==> src/rtl/register_pipe.sv <==
// register_pipe: DEPTH-stage valid/ready register pipeline (clk, clr active-low sync reset, en, flush, in_valid/in_data/in_ready, out_valid/out_data/out_ready, count)
module register_pipe #(
  parameter int N = 8,
  parameter int DEPTH = 4
) (
  input  logic                       clk,
  input  logic                       clr,
  input  logic                       en,
  input  logic                       flush,
  input  logic                       in_valid,
  input  logic [N-1:0]               in_data,
  output logic                       in_ready,
  output logic                       out_valid,
  output logic [N-1:0]               out_data,
  input  logic                       out_ready,
  output logic [$clog2(DEPTH+1)-1:0] count
);
  localparam int CW = $clog2(DEPTH+1);
  logic [DEPTH-1:0] v, go;
  logic [N-1:0] d [DEPTH];
  logic run, in_x, out_x;
  always_comb begin
    run = en && !flush;
    go = '0;
    go[DEPTH-1] = run && v[DEPTH-1] && out_ready;
    for (int i = DEPTH - 2; i >= 0; i--) go[i] = run && v[i] && (!v[i+1] || go[i+1]);
    in_ready = run && (!v[0] || go[0]);
    in_x = in_valid && in_ready;
    out_x = go[DEPTH-1];
  end
  assign out_valid = v[DEPTH-1];
  assign out_data = d[DEPTH-1];
  always_ff @(posedge clk) begin
    if (!clr) begin
      v <= '0;
      count <= '0;
      for (int i = 0; i < DEPTH; i++) d[i] <= '0;
    end else if (en) begin
      if (flush) begin
        v <= '0;
        count <= '0;
      end else begin
        count <= count + CW'(in_x) - CW'(out_x);
        if (in_x) begin
          v[0] <= 1'b1;
          d[0] <= in_data;
        end else if (go[0]) v[0] <= 1'b0;
        for (int i = 1; i < DEPTH; i++) begin
          if (go[i-1]) begin
            v[i] <= 1'b1;
            d[i] <= d[i-1];
          end else if (go[i]) v[i] <= 1'b0;
        end
      end
    end
  end
endmodule
==> config.mk <==
export PLATFORM = sky130hd
export DESIGN_NAME = register_pipe
export DESIGN_NICKNAME = d
export VERILOG_FILES = /design/src/rtl/register_pipe.sv
export SDC_FILE = /design/constraint.sdc
export NUM_CORES = 1
export LEC_CHECK = 0
export ABC_CLOCK_PERIOD_IN_PS = 7600
export CORE_UTILIZATION = 56
export CTS_CLUSTER_DIAMETER = 200
export DETAILED_ROUTE_END_ITERATION = 8
export PLACE_DENSITY_LB_ADDON = 0.3
export SYNTH_ARGS = -nofsm -noshare
export SYNTH_HDL_FRONTEND = slang
export SYNTH_SLANG_ARGS = --single-unit
export TNS_END_PERCENT = 1
==> constraint.sdc <==
create_clock -name clk -period 7.6 [get_ports clk]
set_clock_uncertainty 0.05 [all_clocks]
set_input_delay 1.52 -clock clk [delete_from_list [all_inputs] [get_ports clk]]
set_output_delay 1.52 -clock clk [all_outputs]
set_load 0.1 [all_outputs]
# Word level (Yosys, flattened, before mapping)
# Memories as Yosys holds them, arrays and structs flattened.
# Cells that the tools add are included.
[totals]
reg_bits = 7
mem_bits_rw = 32
in_bits = 14
wordCells = 75
n_memories = 1
[op_classes]
add_sub_neg = 2
mux = 35
bitwise = 4
reduce_logical = 28
[memory_table]
columns = ["name", "depth", "word_bits", "rd", "rd_ports_with_merged_regs", "wr", "line", "rtl"]
rows = [
  ["d", 4, 8, 4, 0, 4, "20", "logic [N-1:0] d [DEPTH];"],
]
[ops]
columns = ["op", "count"]
rows = [
  ["8-bit two-way mux", 4],
  ["1-bit two-way mux", 29],
  ["3-bit nonzero test", 4],
  ["1-bit logical AND", 11],
  ["2-bit AND reduction", 4],
  ["1-bit logical NOT", 5],
  ["1-bit logical OR", 4],
  ["4-bit two-way mux", 1],
  ["1-bit OR", 4],
  ["3-bit by 1-bit adder with 3-bit output", 1],
  ["3-bit two-way mux", 1],
  ["3-bit by 1-bit subtractor with 3-bit output", 1],
]

# Depth between registers and ports, before layout
[logic_depth]
ltp_word = 19
ltp_mapped = 12
depth_no_buf = 11

# Worst setup path before layout
# Ideal clock, no wire load.
[synth_timing]
path_kind = "input to register"
startpoint = "input port en"
endpoint = "register count[2]"
arrival_ns = 4.872
setup_slack_ns = 2.516
stages = 12
cell_sequence = "buf_2 -> nand2b_1 -> a21oi_1 -> nand2_1 -> ha_1 -> inv_1 -> ha_1 -> inv_1 -> fa_1 -> xnor2_1 -> a41oi_1 -> o41ai_1"
[synth_between]
elab_chain_len = 15
elab_cells_between_ends = 18
[synth_lines]
columns = ["item", "line", "rtl"]
rows = [
  ["start: declaration", "8", "input logic en,"],
  ["1-bit logical AND (*)", "23", "run = en && !flush;"],
  ["1-bit logical AND (2 in a row)", "25", "go[DEPTH-1] = run && v[DEPTH-1] && out_ready;"],
  ["1-bit logical OR", "26", "for (int i = DEPTH - 2; i >= 0; i--) go[i] = run && v[i] && (!v[i+1] || go[i+1]);"],
  ["1-bit logical AND", "26", ""],
  ["1-bit logical OR", "26", ""],
  ["1-bit logical AND", "26", ""],
  ["1-bit logical OR", "26", ""],
  ["1-bit logical AND", "26", ""],
  ["1-bit logical OR", "27", "in_ready = run && (!v[0] || go[0]);"],
  ["1-bit logical AND (*)", "27", ""],
  ["named net in_ready", "12", "output logic in_ready,"],
  ["1-bit logical AND (*)", "28", "in_x = in_valid && in_ready;"],
  ["3-bit by 1-bit adder with 3-bit output (*)", "43", "count <= count + CW'(in_x) - CW'(out_x);"],
  ["3-bit by 1-bit subtractor with 3-bit output (*)", "43", ""],
  ["3-bit two-way mux (*)", "39", "if (flush) begin"],
  ["end signal: assignment", "43", ""],
  ["end: declaration", "16", "output logic [$clog2(DEPTH+1)-1:0] count"],
]
# Mark *: on every way through the listed nets, which the timed path passes. The rest lies on a longest branch.
# A chain may end at the register's enable or synchronous reset.

# Worst setup path in the final report
[layout_timing]
startpoint = "input port en"
endpoint = "output port in_ready"
[layout_between]
elab_chain_len = 11
elab_cells_between_ends = 14
[layout_lines]
columns = ["item", "line"]
rows = [
  ["1-bit logical AND (*)", "23"],
  ["1-bit logical AND (2 in a row)", "25"],
  ["1-bit logical OR", "26"],
  ["1-bit logical AND", "26"],
  ["1-bit logical OR", "26"],
  ["1-bit logical AND", "26"],
  ["1-bit logical OR", "26"],
  ["1-bit logical AND", "26"],
  ["1-bit logical OR", "27"],
  ["1-bit logical AND (*)", "27"],
  ["end: declaration", "12"],
]
# Every way passes the cells marked *; elsewhere a longest branch is shown, timed or not.

==> results.md <==
* Num CTS Buffers at 5
* CTS Hold Bufs at 0
* Capturing point of the worst reg2reg path: count[2]$_SDFFE_PN0P_
* Power density cells at 186 nW/um2
* CP Capture Type: primary output
* Clk root buf: clkbuf_4
* Crit path kind: in -> out
* Fin cells at 187
* Required time of the critical path at 6.03 ns
* Synth cell types at 31
* R2R cell count at 11
* Final Hold Fails at 0
* Max Fclk at 184 MHz
* CP cell instances: clkdlybuf4s50_1 > nand2b_1 > a21oi_1 > clkdlybuf4s50_1
* FF-to-FF Start: v[3]$_SDFFE_PN0P_
* Syn Inst Count at between 100 and 150
* Critical-path top delay cell: clkdlybuf4s50_1
* Clk pin slew, worst setup/hold paths at approximately 0.11 ns
* Grt ovf at 0
* CTS Buffer Depth at 2
* Core region area at 2850 um2
* Final Cycle Share at 0.715
* Multi-input logic area at between 500 and 600 um2
* HPWL Detailed at 1.77 mm
* Ranking of synthesized cells by area: edfxtp_1 55%, and2_1 12%, dfxtp_1 8.1%
* Setup bufs post-CTS at 0
* Top delay family on crit path: buffers and inverters
* GPL Wtd Cong at 0.834
* Crit path time final at 5.43 ns
* Final setup TNS at 0 ns
* Max_slew headroom at 0.352
* Post-route ant nets at 0
* Most common cell on crit path: clkdlybuf4s50_1
* Synthesized area per cell at 13.0 um2
* Worst EP arrival at 3.86 ns
* Worst-path maximum fanout at 11
* Drt first pass iters at 6
* Crit start category: input pin
* RSZ-0062 raised after global routing: no
* Worst-margin pin slew at 0.969 ns
* Largest area contributor in the netlist: edfxtp_1
* Inserted Diodes at 0
* Register Area at around 1100 um2
* Setup violators final at 0
* Post-route cell area at 2010 um2
* Maxcap violations at 0
* Hold EP: count[2]$_SDFFE_PN0P_
* Seq/Total Area, Yosys at 0.635
* Chip width at between 50 and 60 um
* WHS Path Cells at 1
* First-pass GRT wire length at approximately 4 mm
* Io pins at 27
* Wirelength per Cell at about 12 um
* Leakage power total at 0.000753 uW
* Max IR drop VDD at 0.000144 V
* Initial antenna violation count at 0
* Via count at 1024
* Yosys reg bits at 39
* PortBufs at 26
* Area of the die at between 3000 and 4000 um2
* H-tree depth at 2
* Synth Net Count at 150
* Skew-Pair Late Insertion Delay at 0.32 ns
* Synthesis warning total at 0
* Top-area cell type share of the netlist area at 0.555
* Worst R2R Setup Slack at 5.09 ns
* Max Slew Vio Count at 0
* Initial Util at 0.607
* Fillers at 208
* Total GRT Usage at 0.166
* Share of cells above drive strength 1 at 0.0833
* Initial DRC Count at 28
* Syn-to-layout area delta at 15.9%
* Die height at between 50 and 60 um
* CTS sink count at 39
* Largest net degree at the start of global routing at 14
* Via/cell ratio at 5.48
* Total Power at 374 uW
* Nets at ~170
* Inst Count DP at 179
* Worst Path Buf+Inv at 2
* DR DRC count at 3
* Post-Syn Area at 1730 um2
* Post_cts resized at 0
* CTS tree: done
* Hold crit path type: reg -> reg
* Worst stage delay on the critical path at 1.19 ns
* Failing checks: design-rule violations
* Row cnt at 19
* Hold_sp: count[2]$_SDFFE_PN0P_
* Status: finished, violations left
* DRT Wirelength at 2.31 mm
* Most frequent cells in the layout: 32 x and2_1, 32 x edfxtp_1, 26 x clkdlybuf4s50_1
* DP Area at between 1500 and 2000 um2
* Number of global-route vias before repair at 944
-- through the flow --
| stage | utilization | setup slack [ns] | hold slack [ns] |
|---|---|---|---|
| after floorplan | - | 2.52 | 0.420 |
| after global placement | 0.685 | 2.26 | 0.432 |
| after detailed placement | 0.685 | 2.21 | 0.436 |
| after CTS | 0.704 | 2.19 | 0.455 |
| after global routing | 0.704 | 2.09 | 0.493 |
| final | 0.704 | 2.17 | 0.460 |
-- layout make-up --
type / count / area share
Clock buffer: 6 / 0.0206
Clock inverter: 2 / 0.00623
Inverter: 4 / 0.00748
Multi-Input combinational cell: 79 / 0.269
Sequential cell: 39 / 0.548
Tap cell: 31 / 0.0193
Timing Repair Buffer: 26 / 0.130
-- power breakdown --
group	switching (uW)	internal, uW
sequential	2.18	239
clock	61.6	35.7
combinational	24.2	11.7
total	88.0	286
-- cell families after synthesis --
kind of cell             synth area share
AND/OR/NAND/NOR                     0.216
flip-flops                          0.635
buffers and inverters              0.0534
AO/OA/AOI/OAI                      0.0585
adder cells (fa/ha/maj)            0.0260
XOR/XNOR                          0.00506
multiplexers                      0.00578
-- worst register-to-register path: cells and delay by family (launching register included) --
family | cells | cell delay (ns)
xor gates and xnor gates | 1 | 0.16
adders and majority gates | 3 | 0.79
buffers and inverters | 2 | 0.10
AOI/OAI and AO/OA | 3 | 0.58
DFF | 1 | 0.38
and+or+nand+nor | 2 | 0.35
-- worst max-delay path by stage --
stage          startpoint                     to  depth (start not counted)  slack (ns)
3_5_place_dp           en               in_ready                          4        2.21
6_report               en               in_ready                          4        2.17
2_1_floorplan          en  count[2]$_SDFFE_PN0P_                         12        2.52
5_1_grt                en               in_ready                          4        2.09
3_3_place_gp           en               in_ready                          4        2.26
4_1_cts                en               in_ready                          4        2.19
-- flip-flops by register name, summed over array words and instances, names as in the netlist --
register	cells
count	3
d	32
v	4
-- cell usage after synthesis --
cell type / count
a21oi_1: 4
fa_1: 1
nor2_2: 1
inv_1: 4
o21ai_1: 1
nand2b_1: 4
ha_1: 2
and4_4: 2
nand3_1: 4
a31o_2: 1
nand2_1: 5
a21o_1: 1
a22oi_1: 1
a211oi_4: 1
nand4b_1: 1
edfxtp_1: 32
o21ai_0: 3
nor2_1: 3
and2_1: 32
buf_2: 2
nor2b_1: 2
and3b_1: 1
xnor2_1: 1
a41oi_1: 1
o41ai_1: 1
mux2i_1: 1
buf_4: 9
nand3b_1: 1
and4b_4: 1
dfxtp_1: 7
and3_1: 3
-- per-layer routing --
metal | global-route usage | vias up | part of all wire
met5 | 0 | - | 0
met4 | 0.0941 | 0 | 0.013
met3 | 0.0469 | 5 | 0.050
met2 | 0.284 | 37 | 0.55
met1 | 0.186 | 479 | 0.38
li1 | - | 503 | -
Power figures use the tool's default switching activity.
